[config.mk]
export PLATFORM = sky130hd
export DESIGN_NAME = rat_recovery_ctrl
export DESIGN_NICKNAME = d
export VERILOG_FILES = /design/src/rtl/rat_recovery_ctrl.sv
export SDC_FILE = /design/constraint.sdc
export NUM_CORES = 1
export LEC_CHECK = 0
export BUFFER_PORTS_ARGS = -buffer_cell sky130_fd_sc_hd__buf_2
export CORE_ASPECT_RATIO = 1.25
export CORE_MARGIN = 4
export CORE_UTILIZATION = 35
export DETAILED_ROUTE_END_ITERATION = 16
export PLACE_DENSITY_LB_ADDON = 0.05
export REMOVE_ABC_BUFFERS = 1
export SLEW_MARGIN = 20
export SYNTH_ARGS = -nofsm -noshare
export SYNTH_HDL_FRONTEND = slang
export SYNTH_SLANG_ARGS = --single-unit
[constraint.sdc]
create_clock -name clk_i -period 2.7 [get_ports clk_i]
set_clock_uncertainty 0.05 [all_clocks]
set_input_delay 0.135 -clock clk_i [delete_from_list [all_inputs] [get_ports clk_i]]
set_output_delay 0.135 -clock clk_i [all_outputs]
set_load 0.02 [all_outputs]
[src/rtl/rat_recovery_ctrl.sv]
// rtl/rat_recovery_ctrl.sv - rename-stage misprediction recovery sequencer (RRAT -> RAT copy, free-list restore)
// Optional counters: define RAT_RECOVERY_PERF_EN for perf_rec_count_o / perf_stall_cycles_o.
module rat_recovery_ctrl #(
    parameter int ARCH_REGS     = 32,
    parameter int PHYS_REG_BITS = 6,
    parameter int COPY_WIDTH    = 4,
    parameter int IDX_BITS      = $clog2(ARCH_REGS)
) (
    input  logic                                      clk_i,
    input  logic                                      rst_ni,
    input  logic                                      flush_req_i,
    input  logic [ARCH_REGS-1:0][PHYS_REG_BITS-1:0]   rrat_map_i,
    output logic                                      rat_we_o,
    output logic [IDX_BITS-1:0]                       rat_waddr_base_o,
    output logic [COPY_WIDTH-1:0][PHYS_REG_BITS-1:0]  rat_wdata_o,
    output logic [COPY_WIDTH-1:0]                     rat_wmask_o,
    output logic                                      fl_restore_o,
    output logic                                      stall_o,
    output logic                                      rec_done_o
`ifdef RAT_RECOVERY_PERF_EN
    ,
    output logic [31:0]                               perf_rec_count_o,
    output logic [31:0]                               perf_stall_cycles_o
`endif
);

    // One extra index bit so idx+COPY_WIDTH cannot wrap when ARCH_REGS is a power of two.
    localparam int CNT_W = IDX_BITS + 1;
    localparam logic [CNT_W-1:0] CW = CNT_W'(COPY_WIDTH);
    localparam logic [CNT_W-1:0] AR = CNT_W'(ARCH_REGS);

    typedef enum logic [1:0] {IDLE, COPY, FL_FIX, DONE} state_e;

    state_e                                 state_q, state_d;
    logic [CNT_W-1:0]                       idx_q, idx_d;
    logic [ARCH_REGS-1:0][PHYS_REG_BITS-1:0] snap_q;
    logic [CNT_W-1:0]                       idx_nxt;
    logic                                   accept;

    assign idx_nxt = idx_q + CW;
    assign accept  = (state_q == IDLE) && flush_req_i;

    always_ff @(posedge clk_i or negedge rst_ni) begin
        if (!rst_ni) begin
            state_q <= IDLE;
            idx_q   <= '0;
            snap_q  <= '0;
        end else begin
            state_q <= state_d;
            idx_q   <= idx_d;
            if (accept) begin
                snap_q    <= rrat_map_i;
                snap_q[0] <= '0;
            end
        end
    end

    always_comb begin
        state_d = state_q;
        idx_d   = idx_q;
        case (state_q)
            IDLE: begin
                if (flush_req_i) begin
                    state_d = COPY;
                    idx_d   = '0;
                end
            end
            COPY: begin
                idx_d = idx_nxt;
                if (idx_nxt >= AR) begin
                    state_d = FL_FIX;
                end
            end
            FL_FIX:  state_d = DONE;
            DONE:    state_d = IDLE;
            default: state_d = IDLE;
        endcase
    end

    always_comb begin
        rat_we_o         = (state_q == COPY);
        fl_restore_o     = (state_q == FL_FIX);
        rec_done_o       = (state_q == DONE);
        stall_o          = (state_q != IDLE);
        rat_waddr_base_o = (state_q == COPY) ? idx_q[IDX_BITS-1:0] : '0;
    end

    // Lanes past the last arch register carry zero data and no enable; x0 is never written.
    for (genvar k = 0; k < COPY_WIDTH; k++) begin : g_lane
        logic [CNT_W-1:0] lane_idx;
        logic             in_range;
        assign lane_idx        = idx_q + CNT_W'(k);
        assign in_range        = (lane_idx < AR);
        assign rat_wmask_o[k]  = rat_we_o && in_range && (lane_idx != '0);
        assign rat_wdata_o[k]  = (rat_we_o && in_range) ? snap_q[lane_idx[IDX_BITS-1:0]] : '0;
    end

`ifdef RAT_RECOVERY_PERF_EN
    always_ff @(posedge clk_i or negedge rst_ni) begin
        if (!rst_ni) begin
            perf_rec_count_o    <= '0;
            perf_stall_cycles_o <= '0;
        end else begin
            if (accept && (perf_rec_count_o != '1)) begin
                perf_rec_count_o <= perf_rec_count_o + 32'd1;
            end
            if (stall_o && (perf_stall_cycles_o != '1)) begin
                perf_stall_cycles_o <= perf_stall_cycles_o + 32'd1;
            end
        end
    end
`endif

endmodule

==> flow_metrics.tcl <==
set metrics [dict create \
    dpl_worst_slack_ns 0.5564 \
    core_area_mm2 0.02458 \
    ios 232 \
    die_x_um 149.8 \
    ant_nets 0 \
    r2r-end "state_q[1]$_DFFE_PN0P_" \
    htreeDepth 4 \
    track_usage_pct 16.68 \
    status "completed" \
    fin_hold_ws_ns 0.2194 \
    synth_top_area_share_pct 54.62 \
    place_inst 1078 \
    worstRegToRegCells 5 \
    crit_fanout 9 \
    clockRootBuffer "clkbuf_16" \
    yosysWarnings 0 \
    grt_max_degree 75 \
    place_area_mm2 0.01027 \
    vias 6088 \
    finalPower_mw 12.70 \
    endpoint_kind "output pin" \
    yosysTopAreaCell "dfrtp_1" \
    drive_gt1_share_pct 51.40 \
    synth.area.top_cells "dfrtp_1, mux2_2, mux4_2, mux4_1, a22o_1" \
    ys_ff_latch 192 \
    holdPathStages 3 \
    reg2reg_from "idx_q[2]$_DFFE_PN0P_" \
    synth_edf_count 0 \
    first_pass_iters 4 \
    gp_congestion 0.7683 \
    cts-buffers-inserted 17 \
    syn_to_final_growth_pct 44.69 \
    min_period_ns 2.547 \
    drt-initial-drc-count 223 \
    multi_input_area_mm2 0.003690 \
    num_rows 64 \
    numPortBuffers 223 \
    nNetsFinal 1157 \
    clock_path_buffers 2 \
    antenna_cells 0 \
    postLayoutCellArea_mm2 0.01273 \
    setup-violations-final 0 \
    dieHeight_um 185.2 \
    timing.setup.tns_ns 0 \
    hp-start "flush_req_i" \
    rrSetupSlack_ns 0.58 \
    dieArea_mm2 0.02775 \
    clock_sinks 192 \
    critical_path_class "reg2out" \
    synth.avg_cell_area_um2 16.05 \
    dp_hpwl_mm 15.39 \
    utilization_pct 51.77 \
    fillers 2143 \
    cts_resized 0 \
    start_kind "flop" \
    vdd_ir_drop_max_mv 0.4554 \
    finalHoldViolations 0 \
    yosysMostFrequentCell "mux2_2" \
    final_cells 1297 \
    netlist_top_cells_count "mux2_2, dfrtp_1, mux4_2, buf_2, a22o_1" \
    ff_latch_area_mm2 0.004810 \
    cts_tree "built" \
    p_per_area_mw_per_mm2 997.5 \
    power_leakage_nw 5.728 \
    fin_crit_sh_pct 94.34 \
    clk_transition_reported_paths_ns 0.08 \
    drv_cap 0 \
    antenna_found_initial 0 \
    layout_setup_ws_ns 0.1527 \
    async_reset_ff_share_pct 100.0 \
    worstSkewPairLatency_ns 0.42 \
    wl_per_cell_um 17.46 \
    synth_ff_type "dfrtp_1" \
    synth.distinct_cells 25 \
    drcViolationCount 0 \
    synth_cells 548 \
    slew_viol_final 0 \
    grt_pass1_vias 7029 \
    clock.fmax_mhz 392.6 \
    min_path_type "in2reg" \
    required_ns 2.52 \
    rsz0062_at_grt "true" \
    grt_overflow 0 \
    slew_headroom_pct 58.23 \
    hold_path_end "idx_q[3]$_DFFE_PN0P_" \
    worst-slew-pin-transition_ns 0.6266 \
    drt_wl_total_mm 22.65 \
    vias_per_cell 4.694 \
    synth_area_mm2 0.008796 \
    start_util_pct 35.78 \
    grt_pass1_wl_mm 36.13 \
    arrival_ns 2.36 \
    ys_seq_area_share_pct 54.62 \
]
## per-layer routing
metal / share of wire, % / track usage (%)
met2: 53 / 30.33
met5: 0 / 0
met4: 1.6 / 4.650
met3: 4.3 / 3.377
met1: 41 / 20.06
## sequential cells by signal, summed over array words and instances (netlist names)
register	flops
snap_q	186
state_q	2
idx_q	4
## worst max path at each step
| stage | start | to | slack, ns | cells past startpoint |
|---|---|---|---|---|
| floorplan | state_q[0]$_DFFE_PN0P_ | snap_q[100]$_DFFE_PN0P_ | -2.68 | 4 |
| global placement | idx_q[2]$_DFFE_PN0P_ | rat_wdata_o[2] | 0.55 | 5 |
| detailed placement | state_q[1]$_DFFE_PN0P_ | rat_wdata_o[9] | 0.56 | 7 |
| CTS | state_q[1]$_DFFE_PN0P_ | rat_wdata_o[9] | 0.06 | 7 |
| global route | state_q[1]$_DFFE_PN0P_ | rat_wdata_o[1] | -0.007 | 7 |
| finish | state_q[1]$_DFFE_PN0P_ | rat_wdata_o[9] | 0.15 | 7 |
## final cells by class
cell class	instances	area share [%]
sequential	192	37.79
multi-input combinational	308	28.99
timing repair buffer	425	25.12
clock buffer	19	3.401
tap	330	3.244
clock inverter	13	1.160
inverter	10	0.2949
## cell families after synthesis
| kind of cell | share of synthesized area (%) |
|---|---|
| flip-flops | 54.62 |
| AND/OR/NAND/NOR | 1.166 |
| adder cells (fa/ha/maj) | 1.138 |
| other | 0.04263 |
| AO/OA/AOI/OAI | 3.329 |
| XOR/XNOR | 0.09959 |
| buffers and inverters | 3.556 |
| multiplexers | 36.05 |
## critical path, cell delays in order (launching register included)
cell      delay [ns]
dfrtp_1         0.41
inv_1           0.11
ha_1            0.33
nand2b_1        0.26
nor2_2          0.20
buf_4           0.25
a22o_1          0.18
buf_2           0.17
## power breakdown
| group | internal [mW] | switching, mW | total, mW |
|---|---|---|---|
| Clock | 1.31 | 1.19 | 2.50 |
| Sequential | 4.35 | 0.781 | 5.13 |
| Combinational | 3.04 | 2.02 | 5.06 |
| Total | 8.70 | 3.99 | 12.7 |
## what timing repair did
item / 4_1_cts / 5_1_grt
hold buffers: 187 / 0
buffers inserted: 0 / 0
setup endpoints to repair: 0 / 1
endpoints found under the hold margin: 258 / 0
## cell usage in the layout, fill, tap and decap left out, types with 10 or more instances in the layout
cell,count
mux4_2,31
a22o_1,20
dlygate4sd3_1,187
inv_1,10
mux4_1,11
clkbuf_16,17
nor2_1,11
dfrtp_1,190
mux2_2,193
buf_2,222
o21ai_0,10
Note: power is estimated with default switching activity, not from simulation.
